[src/rtl/clk_en_pkg.sv]
`default_nettype none
// ============================================================================
//  Module   : clk_en_pkg
//  Purpose  : Shared types and helpers for the clock-enable generator.
//  Revision : 1.0  initial release
// ============================================================================
package clk_en_pkg;

    typedef enum logic [1:0] {
        WAIT_LOCK = 2'd0,
        STABLE    = 2'd1,
        RUN       = 2'd2
    } sup_state_e;

    // Channel-select width; a single channel still needs one select bit.
    function automatic int ch_width(input int n);
        return (n <= 2) ? 1 : $clog2(n);
    endfunction

endpackage
`default_nettype wire

[src/rtl/clk_en_channel.sv]
`default_nettype none
// ============================================================================
//  Module   : clk_en_channel
//  Purpose  : One divided clock-enable channel: down-counter, divisor register
//             and glitch-free divisor update.
//  Revision : 1.0  initial release
// ============================================================================
module clk_en_channel
    import clk_en_pkg::*;
#(
    parameter int               CNT_W   = 8,
    parameter logic [CNT_W-1:0] DIV_RST = '0
) (
    input  logic             clk,
    input  logic             rst,
    input  logic             run_i,
    input  logic             realign_i,
    input  logic             apply_req_i,
    input  logic [CNT_W-1:0] new_div_i,
    output logic             ce_o,
    output logic             ce_mid_o,
    output logic [CNT_W-1:0] div_o,
    output logic             applied_o
);

    localparam logic [CNT_W-1:0] c_ONE = CNT_W'(1);

    logic [CNT_W-1:0] cnt_q;
    logic [CNT_W-1:0] cnt_d;
    logic [CNT_W-1:0] div_q;
    logic [CNT_W-1:0] div_d;

    logic w_on;
    logic w_zero;
    logic w_multi;
    logic w_strobe;

    assign w_on     = (div_q != '0);
    assign w_zero   = (cnt_q == '0);
    assign w_multi  = |div_q[CNT_W-1:1];
    assign w_strobe = run_i && w_on && w_zero;

    assign ce_o     = w_strobe;
    assign ce_mid_o = run_i && w_multi && (cnt_q == (div_q >> 1));

    // An active running channel only takes a new divisor on its own strobe,
    // so the period in progress always completes.
    assign applied_o = apply_req_i && (!run_i || !w_on || w_zero);

    // The new divisor is visible on the apply cycle itself.
    assign div_o = applied_o ? new_div_i : div_q;

    always_comb begin
        cnt_d = cnt_q;
        div_d = div_q;
        if (applied_o) begin
            div_d = new_div_i;
        end
        if (!run_i || realign_i) begin
            cnt_d = '0;
        end else if (applied_o) begin
            cnt_d = (new_div_i == '0) ? '0 : (new_div_i - c_ONE);
        end else if (!w_on) begin
            cnt_d = '0;
        end else if (w_zero) begin
            cnt_d = div_q - c_ONE;
        end else begin
            cnt_d = cnt_q - c_ONE;
        end
    end

    always_ff @(posedge clk) begin
        if (rst) begin
            cnt_q <= '0;
            div_q <= DIV_RST;
        end else begin
            cnt_q <= cnt_d;
            div_q <= div_d;
        end
    end

endmodule
`default_nettype wire

[src/rtl/clk_enable_gen.sv]
`default_nettype none
// ============================================================================
//  Module   : clk_enable_gen
//  Purpose  : NUM_CH divided clock-enable strobes from one master clock, with
//             runtime divisors, half-period strobes and PLL-lock supervision.
//  Revision : 1.0  initial release
// ============================================================================
module clk_enable_gen
    import clk_en_pkg::*;
#(
    parameter int                      NUM_CH      = 4,
    parameter int                      CNT_W       = 8,
    parameter logic [NUM_CH*CNT_W-1:0] DIV_INIT    = {8'd8, 8'd4, 8'd2, 8'd1},
    parameter int                      LOCK_CYCLES = 16,
    localparam int                     CH_W        = ch_width(NUM_CH)
) (
    input  logic                      clk,
    input  logic                      rst,
    input  logic                      pll_locked,
    input  logic                      realign,
    input  logic                      cfg_valid,
    output logic                      cfg_ready,
    input  logic [CH_W-1:0]           cfg_ch,
    input  logic [CNT_W-1:0]          cfg_div,
    output logic                      cfg_err,
    output logic                      ready,
    output logic [NUM_CH-1:0]         ce,
    output logic [NUM_CH-1:0]         ce_mid,
    output logic [NUM_CH*CNT_W-1:0]   div_cur
);

    localparam int                    c_STAB_W   = $clog2(LOCK_CYCLES + 1);
    localparam logic [c_STAB_W-1:0]   c_STAB_ONE = c_STAB_W'(1);
    localparam logic [c_STAB_W-1:0]   c_LOCK     = c_STAB_W'(LOCK_CYCLES);

    // ------------------------------------------------------------------
    // Lock synchroniser and supervisor
    // ------------------------------------------------------------------
    logic [1:0]          sync_q;
    sup_state_e          state_q;
    logic [c_STAB_W-1:0] stab_q;
    logic                ready_q;
    logic                w_lk_s;
    logic                w_run;

    assign w_lk_s = sync_q[1];
    assign w_run  = (state_q == RUN);
    assign ready  = ready_q;

    // ready_q is loaded with the next state's RUN-ness so it tracks state_q exactly.
    always_ff @(posedge clk) begin
        if (rst) begin
            sync_q  <= 2'b00;
            state_q <= WAIT_LOCK;
            stab_q  <= '0;
            ready_q <= 1'b0;
        end else begin
            sync_q  <= {sync_q[0], pll_locked};
            ready_q <= 1'b0;
            case (state_q)
                WAIT_LOCK: begin
                    if (w_lk_s) begin
                        state_q <= STABLE;
                        stab_q  <= c_STAB_ONE;
                    end
                end
                STABLE: begin
                    if (!w_lk_s) begin
                        state_q <= WAIT_LOCK;
                    end else if (stab_q == c_LOCK) begin
                        state_q <= RUN;
                        ready_q <= 1'b1;
                    end else begin
                        stab_q <= stab_q + c_STAB_ONE;
                    end
                end
                RUN: begin
                    if (!w_lk_s) begin
                        state_q <= WAIT_LOCK;
                    end else begin
                        ready_q <= 1'b1;
                    end
                end
                default: begin
                    state_q <= WAIT_LOCK;
                end
            endcase
        end
    end

    // ------------------------------------------------------------------
    // Configuration handshake and single pending slot
    // ------------------------------------------------------------------
    logic              pend_vld_q;
    logic [CH_W-1:0]   pend_ch_q;
    logic [CNT_W-1:0]  pend_div_q;
    logic              cfg_err_q;
    logic              w_accept;
    logic              w_bad;
    logic [NUM_CH-1:0] w_applied;
    logic              w_any_applied;

    assign cfg_ready     = ~pend_vld_q;
    assign cfg_err       = cfg_err_q;
    assign w_accept      = cfg_valid && cfg_ready;
    assign w_any_applied = |w_applied;

    generate
        if (NUM_CH == (2 ** CH_W)) begin : g_full_sel
            assign w_bad = 1'b0;
        end else begin : g_partial_sel
            assign w_bad = (cfg_ch >= CH_W'(NUM_CH));
        end
    endgenerate

    always_ff @(posedge clk) begin
        if (rst) begin
            pend_vld_q <= 1'b0;
            pend_ch_q  <= '0;
            pend_div_q <= '0;
            cfg_err_q  <= 1'b0;
        end else begin
            cfg_err_q <= w_accept && w_bad;
            if (w_accept && !w_bad) begin
                pend_vld_q <= 1'b1;
                pend_ch_q  <= cfg_ch;
                pend_div_q <= cfg_div;
            end else if (pend_vld_q && w_any_applied) begin
                pend_vld_q <= 1'b0;
            end
        end
    end

    // ------------------------------------------------------------------
    // Channels
    // ------------------------------------------------------------------
    generate
        for (genvar i = 0; i < NUM_CH; i++) begin : g_ch
            logic w_apply_req;

            assign w_apply_req = pend_vld_q && (pend_ch_q == CH_W'(i));

            clk_en_channel #(
                .CNT_W   (CNT_W),
                .DIV_RST (DIV_INIT[i*CNT_W +: CNT_W])
            ) u_channel (
                .clk         (clk),
                .rst         (rst),
                .run_i       (w_run),
                .realign_i   (realign),
                .apply_req_i (w_apply_req),
                .new_div_i   (pend_div_q),
                .ce_o        (ce[i]),
                .ce_mid_o    (ce_mid[i]),
                .div_o       (div_cur[i*CNT_W +: CNT_W]),
                .applied_o   (w_applied[i])
            );
        end
    endgenerate

endmodule
`default_nettype wire

[config.mk]
export PLATFORM = sky130hd
export DESIGN_NAME = clk_enable_gen
export DESIGN_NICKNAME = d
export VERILOG_FILES = /design/src/rtl/clk_en_pkg.sv /design/src/rtl/clk_en_channel.sv /design/src/rtl/clk_enable_gen.sv
export SDC_FILE = /design/constraint.sdc
export NUM_CORES = 1
export LEC_CHECK = 0
export ABC_CLOCK_PERIOD_IN_PS = 3900
export BUFFER_PORTS_ARGS = -buffer_cell sky130_fd_sc_hd__buf_2
export CORE_MARGIN = 1
export CORE_UTILIZATION = 30
export CTS_CLUSTER_DIAMETER = 30
export DETAILED_ROUTE_END_ITERATION = 16
export PLACE_DENSITY = 0.58
export SYNTH_ARGS = -nofsm -noshare
export SYNTH_HDL_FRONTEND = slang
export SYNTH_SLANG_ARGS = --single-unit
export TNS_END_PERCENT = 30
[constraint.sdc]
create_clock -name clk -period 3.9 [get_ports clk]
set_clock_uncertainty 0.2 [all_clocks]
set_input_delay 0.39 -clock clk [delete_from_list [all_inputs] [get_ports clk]]
set_output_delay 0.39 -clock clk [all_outputs]
set_load 0.01 [all_outputs]
# Word level (Yosys, flattened, before mapping)
# Cells that the tools add are included.
# Widths: inputs -> output; s select.
[word_totals] word_cells=134 ff_bits=85 inputBits=15 out_inout_bits=43
[op_classes] addsub=10 mux=32 bitwise=1 n_reduce_logical=61 eq_ne=15
[ops] operator="$mux 8" count=17
[ops] operator="$sub 8x1->8 const B" count=9
[ops] operator="$logic_not 8->1" count=5
[ops] operator="$eq 8x7->1" count=4
[ops] operator="$reduce_bool 8->1" count=4
[ops] operator="$reduce_or 7->1" count=4
[ops] operator="$logic_and 1x1->1" count=26
[ops] operator="$mux 5" count=3
[ops] operator="$pmux 5 s2" count=1
[ops] operator="$logic_or 1x1->1" count=9
[ops] operator="$mux 2" count=4
[ops] operator="$ne 2x2->1 const B" count=4
[ops] operator="$eq 2x2->1 const B" count=3
[ops] operator="$pmux 2 s3" count=1
[ops] operator="$add 5x1->5 const B" count=1
[ops] operator="$eq 5x5->1 const B" count=1
[ops] operator="$logic_not 1->1" count=5
[ops] operator="$mux 1" count=5
[ops] operator="$eq 2x1->1 const B" count=2
[ops] operator="$logic_not 2->1" count=2
[ops] operator="$reduce_and 4->1" count=1
[ops] operator="$reduce_bool 2->1" count=2
[ops] operator="$reduce_or 4->1" count=1
[ops] operator="$ne 3x3->1 const B" count=1
[ops] operator="4 further kinds" count=4

# Logic depth before layout (Yosys ltp)
[depth] depth_word=9 mapped_depth=11

# By module
# Synthesis repeated with hierarchy kept, for this count alone.
[unflattened] hier_cells=616 area_unflattened_um2=5317.6
[by_module_without_submodules] mod="clk_en_channel at g_ch[0].u_channel ..." cells_per_inst=124 area_each_um2=1089.8 n_inst=3 seq_area_each_um2=320.3
[by_module_without_submodules] mod="clk_en_channel at g_ch[3].u_channel" cells_per_inst=128 area_each_um2=1097.3 n_inst=1 seq_area_each_um2=320.3
[by_module_without_submodules] mod="clk_enable_gen" cells_per_inst=116 area_each_um2=950.9 n_inst=1 seq_area_each_um2=420.4

# Least setup slack after synthesis
# Ideal clock, no wire load.
[synth_path] path_type="register to register" start="register g_ch[3].u_channel.cnt_q[6]" end="register g_ch[3].u_channel.cnt_q[6]" synth_period_minus_slack_ps=2858 path_stages_with_launch=11 path_buffers=1 t_arrival_ps=2533 setup_slack_ps=1042 t_required_ps=3574 cell_sequence="dfxtp_1 nor4_1 and2_1 clkbuf_1 a21oi_1 ha_1 or3b_2 or3_1 o311a_1 a211oi_1 o22ai_1"
[synth_via] elab_chain_cells=4
[synth_rtl] item="start: declaration" line="clk_en_channel.sv:28" source="logic [CNT_W-1:0] cnt_q;"
[synth_rtl] item="start signal: assignment" line="clk_en_channel.sv:77" source="cnt_q <= cnt_d;"
[synth_rtl] item="$sub 8x1->8 / $logic_not 8->1 (equally long branches)" line="clk_en_channel.sv:68, clk_en_channel.sv:39"
[synth_rtl] item="$mux 8 / $logic_or 1x1->1 (equally long branches)" line="clk_en_channel.sv:65, clk_en_channel.sv:48"
[synth_rtl] item="$mux 8 / $logic_and 1x1->1 (equally long branches)" line="clk_en_channel.sv:63, clk_en_channel.sv:48"
[synth_rtl] item="$mux 8 *" line="clk_en_channel.sv:61" source="end else if (applied_o) begin"
# Mark *: on every way between the ends. The rest lies on a longest branch, timed or not.
# A chain may end at the register's enable or synchronous reset.

# Worst setup path after layout
[layout_path] start="register g_ch[3].u_channel.div_q[4]" end="output port div_cur[28]"
[layout_via] elab_chain_cells=6
[layout_rtl] item="start: declaration" line="clk_en_channel.sv:30" source="logic [CNT_W-1:0] div_q;"
[layout_rtl] item="start signal: assignment" line="clk_en_channel.sv:78" source="div_q <= div_d;"
[layout_rtl] item="$reduce_bool 8->1" line="clk_en_channel.sv:38" source="assign w_on = (div_q != '0);"
[layout_rtl] item="$logic_not 1->1" line="clk_en_channel.sv:48" source="assign applied_o = apply_req_i && (!run_i || !w_on || w_zero);"
[layout_rtl] item="$logic_or 1x1->1 (2 in a row)" line="clk_en_channel.sv:48"
[layout_rtl] item="$logic_and 1x1->1" line="clk_en_channel.sv:48"
[layout_rtl] item="$mux 8 *" line="clk_en_channel.sv:51" source="assign div_o = applied_o ? new_div_i : div_q;"
[layout_rtl] item="end: declaration" line="clk_enable_gen.sv:29" source="output logic [NUM_CH*CNT_W-1:0] div_cur"
# Marks and branches as above.

==> flow_metrics.tcl <==
set metrics [dict create \
    grt-ovfl-total 0 \
    track_usage_pct 17.05 \
    cts_setup_buffers 0 \
    pre_cts_ws_ns 0.8739 \
    routed_wirelength_um 14470 \
    numCtsBuffers 9 \
    rr_worst_depth 9 \
    yosysUniqueCellTypes 66 \
    pwr-share-comb_pct 8.0 \
    first_global_vias 4251 \
    critPathSlowestCell "or4_4" \
    hold_ws_ns 0.05399 \
    num_rows 47 \
    async_reset_ff_share_pct 0 \
    cp_num_cells 5 \
    cp.buffers_inverters 1 \
    setup_tns_ns 0 \
    num_antenna_cells 0 \
    slew_headroom_pct 38.16 \
    antenna_found_initial 0 \
    synthesis.area_um2 5102 \
    root_buffer "clkbuf_16" \
    cts_tree "yes" \
    status "finished, final reports clean" \
    io_pins 58 \
    clk_latency_ns 0.35 \
    leakage_nw 2.317 \
    path_cells "or4_4 -> or3_4 -> a21o_1 -> mux2_4 -> buf_2" \
    io_buffers 56 \
    timing.rr.end "g_ch[3].u_channel.cnt_q[6]" \
    rsz0062_at_grt "no" \
    crit_type "reg2out" \
    vias 4540 \
    clock_power_share_pct 46.0 \
    ys_top_cells_by_area "dfxtp_1 (33%), mux2_2 (7.1%), a21oi_1 (5.4%)" \
    layout_setup_ws_ns 0.6079 \
    critPathTopFamily "simple AND/OR/NAND/NOR gates" \
    yosysMostFrequentCell "dfxtp_1" \
    netlist_instances 613 \
    ys.flop_type "dfxtp_1" \
    p_per_area_nw_per_um2 344.8 \
    cp.arrival_ns 2.70 \
    start_util_pct 30.77 \
    wl_per_cell_um 16.79 \
    finalSetupViolations 0 \
    syn_avg_cell_area_um2 8.324 \
    worst_path_largest_cell_delay_ns 0.58 \
    path_clk_slew_ns 0.06 \
    crit_start "g_ch[3].u_channel.div_q[4]" \
    die_w_um 132.4 \
    die_area_um2 17530 \
    cts_max_path_buffers 2 \
    finalHoldViolCount 0 \
    switching_share_pct 24.60 \
    yosysSeqAreaShare_pct 33.35 \
    final_antenna_net_count 0 \
    worst_pin_slew_ns 0.9206 \
    yosys_warnings 0 \
    cts_sinks 85 \
    vdd_ir_drop_max_uv 248.1 \
    maxCapViolCount 0 \
    die_h_um 132.4 \
    finalCritPeriodShare_pct 84.41 \
    viasPerCell 5.267 \
    fin_crit_ns 3.292 \
    crit_end "div_cur[28]" \
    utilization_pct 34.68 \
    synth_common_cells "dfxtp_1 (85), a21oi_1 (55), nand2_1 (50)" \
    drc 0 \
    worstReg2RegStart "g_ch[3].u_channel.cnt_q[6]" \
    dr.pass1.iters 5 \
    drv_slew 0 \
    fmax_ghz 0.3038 \
    hold_class "in2reg" \
    synth_area_leader_cell "dfxtp_1" \
    htreeDepth 3 \
    cts_resized 0 \
    nNetsFinal 662 \
    p_int_mw 1.495 \
    routabilityCongestion 0.8806 \
    grt_pass1_wl_um 23460 \
    cp-start-kind "register" \
    crit_required_ns 3.31 \
    finalPower_mw 1.983 \
    core_area_um2 16580 \
    yosysTopAreaCellShare_pct 33.35 \
    syn_nets 638 \
    p_sw_mw 0.4880 \
    dp_hpwl_um 10170 \
    first_iter_violations 453 \
    synth-edff-count 0 \
    synth-seq-cells 85 \
    end_kind "output port" \
    critical_path_peak_fanout 17 \
    final_layout_size_suffix_gt1_share_pct 20.40 \
    seq_power_share_pct 46.0 \
    hold_buffers 0 \
    rrSetupSlack_ns 0.82 \
    area_delta_synth_final_pct 12.73 \
    grt_start_max_net_pins 44 \
]
## worst register-to-register path: stages (launching register included)
cell and delay (ns):
dfxtp_1 0.45, nor4_1 0.13, and2_1 0.28, a21oi_1 0.23, ha_1 0.21, or3b_2 0.50
or3_1 0.37, o311a_1 0.30, a211oi_1 0.19, o22ai_1 0.09
## routing by layer
layer  vias to the layer above  share of wire (%)  global-route usage (%)
li1                       2226                  -                       -
met1                      2143                 49                   24.60
met2                       155                 43                   24.97
met3                        16                6.5                   4.330
met4                         0                1.3                   4.470
met5                         -                  0                       0
## worst min-delay path by stage
stage | start | to | cells past startpoint
3_3_place_gp | sync_q[0] | sync_q[1] | 1
3_5_place_dp | sync_q[0] | sync_q[1] | 1
6_report | pll_locked | sync_q[0] | 2
4_1_cts | pll_locked | sync_q[0] | 2
2_1_floorplan | sync_q[0] | sync_q[1] | 1
5_1_grt | pll_locked | sync_q[0] | 2
## metrics by stage
stage	area, µm²	cells
after floorplan	5102	613
after global placement	5439	846
after detailed placement	5439	846
after CTS	5752	862
after global routing	5752	862
final	5752	862
## power groups by stage
stage               clock network (mW)  logic, mW  registers (mW)
global route                     0.964      0.180           0.914
detailed placement                   0      0.159           0.931
CTS                              0.936      0.160           0.911
global placement                     0      0.158           0.931
finish                           0.912      0.159           0.913
floorplan                            0      0.129           0.909
## placed cells by master, fill, tap and decap left out, types with 9 or more instances in the layout
cell and n:
dfxtp_1 85, buf_2 56, a21oi_1 55, nand2_1 50, nor2_1 43, nor2b_1 33
mux2_2 32, xnor2_1 26, xor2_1 22, or3_1 21, o22ai_1 21, nor3_1 18
o21ai_0 17, a211oi_1 13, nand2b_1 12, inv_1 10, ha_1 10, nor4_1 9
clkbuf_16 9
## logic make-up after synthesis
family	synth area share [%]
AND/OR/NAND/NOR	24.23
AO/OA/AOI/OAI	18.32
flip-flops	33.35
buffers and inverters	5.689
XOR/XNOR	8.239
multiplexers	7.651
adder cells (fa/ha/maj)	2.452
other	0.07349
## sequential cells by signal, indices dropped and copies added, names as in the netlist
register and flops:
state_q 2, pend_div_q 8, pend_vld_q 1, ready 1, sync_q 2, g_ch.u_channel.cnt_q 32, g_ch.u_channel.div_q 32, pend_ch_q 2
stab_q 5
## layout make-up
type                            count  area, µm²
Tap cell                          220      275.3
Clock inverter                      3      42.54
Clock buffer                       13      270.3
Inverter                           11      41.29
Multi-Input combinational cell    470       3110
Fill cell                        1759      10830
Sequential cell                    85       1702
Timing Repair Buffer               60      310.3
(Power assumes the default switching activity.)
